## src/rtl/instr_fetch_ctrl.sv

```systemverilog
// Instruction-fetch sequencer: owns the PC, issues one read per cycle into a
// prefetch FIFO and hands {pc,instr} to decode. Optional macro: FETCH_FAULT_EN.
module instr_fetch_ctrl #(
  parameter logic [31:0] RESET_PC = 32'h00400000,
  parameter int          DEPTH    = 2,
  parameter logic [31:0] NOP_WORD = 32'h38000000
) (
  input  logic        i_clk,
  input  logic        i_reset,
  output logic        o_mem_read_n,
  output logic [31:0] o_mem_addr,
  input  logic [31:0] i_mem_data,
  output logic        o_id_valid,
  input  logic        i_id_ready,
  output logic [31:0] o_id_instr,
  output logic [31:0] o_id_pc,
  input  logic        i_redirect,
  input  logic [31:0] i_redirect_pc,
  input  logic        i_halt,
  output logic        o_fetch_fault
);

  localparam int AW = $clog2(DEPTH);
  localparam logic [AW:0] PTR_ONE = {{AW{1'b0}}, 1'b1};

`ifdef FETCH_FAULT_EN
  typedef enum logic [1:0] {S_IDLE, S_FETCH, S_HALTED, S_FAULT} state_t;
`else
  typedef enum logic [1:0] {S_IDLE, S_FETCH, S_HALTED} state_t;
`endif

  state_t      r_state;
  state_t      w_next_state;
  logic [31:0] r_pc;
  logic [31:0] r_pc_q    [DEPTH];
  logic [31:0] r_instr_q [DEPTH];
  logic [AW:0] r_wr_ptr;
  logic [AW:0] r_rd_ptr;

  logic        w_empty;
  logic        w_full;
  logic        w_redirect;
  logic        w_pop;
  logic        w_issue;
  logic        w_push;
  logic        w_fault_hit;
  logic [31:0] w_redirect_pc;

  assign w_empty       = (r_wr_ptr == r_rd_ptr);
  assign w_full        = (r_wr_ptr[AW] != r_rd_ptr[AW]) &&
                         (r_wr_ptr[AW-1:0] == r_rd_ptr[AW-1:0]);
  assign w_redirect_pc = i_redirect_pc & ~32'h0000_0003;

`ifdef FETCH_FAULT_EN
  logic r_fault;
  // A faulted sequencer ignores redirects; only reset brings it back.
  assign w_redirect    = i_redirect && (r_state != S_FAULT);
  assign w_fault_hit   = w_issue && (i_mem_data == 32'hFFFF_FFFF);
  assign o_fetch_fault = r_fault;
`else
  assign w_redirect    = i_redirect;
  assign w_fault_hit   = 1'b0;
  assign o_fetch_fault = 1'b0;
`endif

  assign w_pop  = !w_empty && i_id_ready && !w_redirect;
  assign w_push = w_issue && !w_fault_hit;

  always_comb begin
    w_next_state = r_state;
    w_issue      = 1'b0;
    case (r_state)
      S_IDLE: w_next_state = S_FETCH;
      S_FETCH: begin
        if (w_redirect) begin
          w_next_state = S_FETCH;
        end else if (i_halt) begin
          w_next_state = S_HALTED;
        end else begin
          w_issue = !w_full || w_pop;
`ifdef FETCH_FAULT_EN
          if (w_issue && (i_mem_data == 32'hFFFF_FFFF)) w_next_state = S_FAULT;
`endif
        end
      end
      S_HALTED: if (w_redirect) w_next_state = S_FETCH;
`ifdef FETCH_FAULT_EN
      S_FAULT: w_next_state = S_FAULT;
`endif
      default: w_next_state = S_IDLE;
    endcase
  end

  always_ff @(posedge i_clk or posedge i_reset) begin
    if (i_reset) begin
      r_state  <= S_IDLE;
      r_pc     <= RESET_PC;
      r_wr_ptr <= '0;
      r_rd_ptr <= '0;
    end else begin
      r_state <= w_next_state;
      if (w_redirect) begin
        r_wr_ptr <= '0;
        r_rd_ptr <= '0;
        r_pc     <= w_redirect_pc;
      end else begin
        if (w_push) begin
          r_wr_ptr <= r_wr_ptr + PTR_ONE;
          r_pc     <= r_pc + 32'd4;
        end
        if (w_pop) r_rd_ptr <= r_rd_ptr + PTR_ONE;
      end
    end
  end

`ifdef FETCH_FAULT_EN
  always_ff @(posedge i_clk or posedge i_reset) begin
    if (i_reset)          r_fault <= 1'b0;
    else if (w_fault_hit) r_fault <= 1'b1;
  end
`endif

  // Payload storage carries no reset; validity comes from the pointers.
  always_ff @(posedge i_clk) begin
    if (w_push && !w_redirect) begin
      r_pc_q[r_wr_ptr[AW-1:0]]    <= r_pc;
      r_instr_q[r_wr_ptr[AW-1:0]] <= i_mem_data;
    end
  end

  assign o_mem_read_n = !w_issue;
  assign o_mem_addr   = r_pc;
  assign o_id_valid   = !w_empty;
  assign o_id_instr   = w_empty ? NOP_WORD : r_instr_q[r_rd_ptr[AW-1:0]];
  assign o_id_pc      = w_empty ? r_pc : r_pc_q[r_rd_ptr[AW-1:0]];

endmodule

```

## config.mk

```make
export PLATFORM = sky130hd
export DESIGN_NAME = instr_fetch_ctrl
export DESIGN_NICKNAME = d
export VERILOG_FILES = /design/src/rtl/instr_fetch_ctrl.sv
export SDC_FILE = /design/constraint.sdc
export NUM_CORES = 1
export LEC_CHECK = 0
export ABC_AREA = 1
export BUFFER_PORTS_ARGS = -buffer_cell sky130_fd_sc_hd__buf_2
export CORE_MARGIN = 4
export CORE_UTILIZATION = 55
export DETAILED_ROUTE_END_ITERATION = 12
export PLACE_DENSITY = 0.83
export SLEW_MARGIN = 20
export SYNTH_ARGS = -nofsm -noshare
export SYNTH_HDL_FRONTEND = slang
export SYNTH_SLANG_ARGS = --single-unit
```

## constraint.sdc

```tcl
create_clock -name i_clk -period 5 [get_ports i_clk]
set_clock_uncertainty 0.15 [all_clocks]
set_input_delay 1 -clock i_clk [delete_from_list [all_inputs] [get_ports i_clk]]
set_output_delay 1 -clock i_clk [all_outputs]
set_load 0.005 [all_outputs]
```

==> flow_summary.ini <==
[run_status]
status = complete, no violations

[clocking]
cts_sinks = 160
cts_setup_buffers = 0
clockBufferDepth = 2
clk_pin_slew_ns = 0.06
cts_hold_buf = 0
post_cts_resized = 0
cts-buffers-inserted = 17
cts_tree = built
worstSkewPairLatency_ns = 0.42
htreeDepth = 4
cts-root-buf = clkbuf_16

[grt]
grt_use_total_pct = 22.1
grt_start_max_net_pins = 65
grt-ovfl-total = 0
grt_pass1_vias = 5660
grt_pass1_wl_um = 27600
antenna_found_initial = 1

[cells_and_area]
seqCellArea_sq_um = 4630
multiInputGateArea_sq_um = 2520
area_growth_pct = 19.5
layout-drive-gt1-share_pct = 23.5
stdcell_count = 1155
nFillCells = 1038
final_nets = 1035

[die]
die_y_um = 125
rows = 42
die_area_sq_um = 15700
floorplan.initialDensity_pct = 56.7
die_x_um = 125
io_pins = 168
design.core.area_sq_um = 13300

[place]
port_buffers = 160
dp.cells = 1122
dpl.hpwl_um = 11700
gp_congestion = 0.878

[setup_path]
cp.required_ns = 3.85
max_stage_delay_ns = 0.51
crit_path_start_kind = input pin
path_class = input pin to primary output
end_kind = primary output
cp_max_fo = 37
r2r_end = r_instr_q[0][2]
arrival_ns = 2.86
cp_num_buf_inv = 4
cpMostUsedCell = buf_2
reg2reg_depth = 9
crit_chain = buf_2 -> inv_4 -> nand3_1 -> nor2_1 -> nand2_2 -> buf_4 -> buf_2
rr_startpoint = r_rd_ptr[0]
rrSetupSlack_ns = 1.98
slowest_stage = buf_2
cp_top_family = buffers and inverters

[power_and_ir_drop]
power_density_nw_per_um2 = 413
comb_power_share_pct = 21.3
p_leak_nw = 3.92
vdd_ir_drop_max_mv = 0.242
p_clk_share_pct = 34.1
p_int_w = 0.00264
pwr-share-seq_pct = 44.6
p_switching_w = 0.00110
p_sw_share_pct = 29.4
power_w = 0.00373

[routing]
met1_length_um = 7080
routed_via_density = 5.30
first_iter_violations = 486
wl_met2_um = 8530
drt_pass1_iterations = 5
vias = 6122
ant_nets = 0
dr_wl_met3_um = 1370
wirelength_um = 17400
drc = 0
wl_per_cell_um = 15.1
routed.top_layer = met4

[synthesis]
yosysSeqAreaShare_pct = 61.1
ys_seq_elements = 160
synth_edf_count = 124
syn_avg_cell_area_sq_um = 9.29
synthFlopType = edfxtp_1
yosysTopAreaCellShare_pct = 49.2
synth_area_sq_um = 7570
postSynth.asyncResetShare_pct = 22.5
syn_inst = 815
yosysTopAreaCell = edfxtp_1
synthDistinctLibCells = 34
yosysWarnings = 0
synth_area_leaders = edfxtp_1, nand2_1, dfrtp_1

[worst_hold_path]
hold_depth = 1
hp-class = flip-flop to flip-flop
hp-start = r_state[0]
holdPathEnd = r_state[1]

[timing]
relSlewSlack_pct = 52.3
rsz0062_at_grt = no
setup_viol = 0
tns_ns = 0
fin_crit_sh_pct = 80.2
worst_pin_slew_ns = 0.715
hold_slack_ns = 0.350
slew_viol_final = 0
hold_viol = 0
min_period_ns = 4.01
fmax_ghz = 0.249

[run]
drv_cap = 0
-- worst max-delay path by stage --
stage,from,end,slack [ns],cells after the start
final,i_redirect,o_mem_read_n,0.99,7
after detailed placement,i_redirect,r_pc_q[0][23],0.99,9
after CTS,i_redirect,o_mem_read_n,1.02,7
after global placement,i_redirect,r_pc_q[0][21],1.05,9
after global routing,i_redirect,o_mem_read_n,0.84,7
after floorplan,i_redirect,r_instr_q[1][0],0.01,8
-- per-layer routing --
layer  global-route usage, %  up-vias
li1                        -     2997
met1                    27.7     2839
met3                    5.50       39
met2                    37.2      247
met5                       0        -
met4                    8.93        0
-- state kept, by name, indices dropped and copies added (netlist names) --
register    count
r_rd_ptr        2
r_wr_ptr        2
r_instr_q      64
r_pc_q         60
o_mem_addr     30
r_state         2
-- cells by family (layout without fill, tap and decap cells) --
family	after synthesis	count (layout)	share of synthesized area (%)
simple gates	468	468	25.6
flops	160	160	61.1
buf+inv	100	259	6.00
compound gates	77	77	6.18
xor+xnor	8	8	0.925
fa+ha+maj	1	1	0.165
other cells	1	6	0.0495
-- synthesized netlist by cell type (2+ instances only) --
master,instances
nand2_1,300
edfxtp_1,124
nand3_1,72
nor2_1,72
inv_1,53
dfrtp_1,35
a31oi_1,30
a21oi_1,29
clkbuf_1,17
buf_2,11
buf_4,10
o21ai_0,9
nor2_2,6
xor2_1,6
nand2_2,5
nand4_1,4
buf_6,3
inv_2,3
nor2_4,3
o211ai_2,3
inv_4,2
nand2_4,2
nand3_2,2
o211ai_1,2
o21bai_1,2
xnor2_1,2
-- placed cells by master, fill, tap and decap left out, types with 3 or more instances in the layout --
cell type	instances
a21oi_1	29
inv_2	5
clkinvlp_4	3
o21ai_0	9
xor2_1	6
clkbuf_16	17
bufinv_16	3
dfrtp_1	34
a31oi_1	30
conb_1	5
clkinv_1	3
nand4_1	4
nor2_1	71
inv_1	51
buf_4	9
nand3_1	72
o211ai_2	3
buf_2	160
edfxtp_1	124
nand2_1	300
nand2_2	5
nor2_2	6
nor2_4	4
-- power by group through the flow --
stage               Sequential [W]  Clock (W)  Combinational, W
finish                     0.00167    0.00127          0.000796
global route               0.00168    0.00136          0.000898
CTS                        0.00167    0.00129          0.000806
detailed placement         0.00169          0          0.000801
global placement           0.00169          0          0.000781
floorplan                  0.00165          0          0.000503
-- final cells by class --
| class | count | share of cell area [%] |
|---|---|---|
| Sequential cell | 160 | 51.1 |
| Clock buffer | 18 | 4.74 |
| Inverter | 58 | 2.46 |
| Multi-Input combinational cell | 559 | 27.8 |
| Timing Repair Buffer | 169 | 9.59 |
| Clock inverter | 14 | 1.81 |
| Antenna cell | 1 | 0.0276 |
| Tap cell | 176 | 2.43 |
-- through the flow --
| step | utilization [%] | setup slack [ns] | area, sq um |
|---|---|---|---|
| 2_1_floorplan | - | 0.0144 | 7590 |
| 4_1_cts | 67.8 | 1.02 | 9050 |
| 3_5_place_dp | 63.3 | 0.993 | 8460 |
| 5_1_grt | 67.8 | 0.835 | 9050 |
| 6_report | 67.8 | 0.991 | 9050 |
| 3_3_place_gp | 63.3 | 1.05 | 8460 |
(Power assumes the default switching activity.)
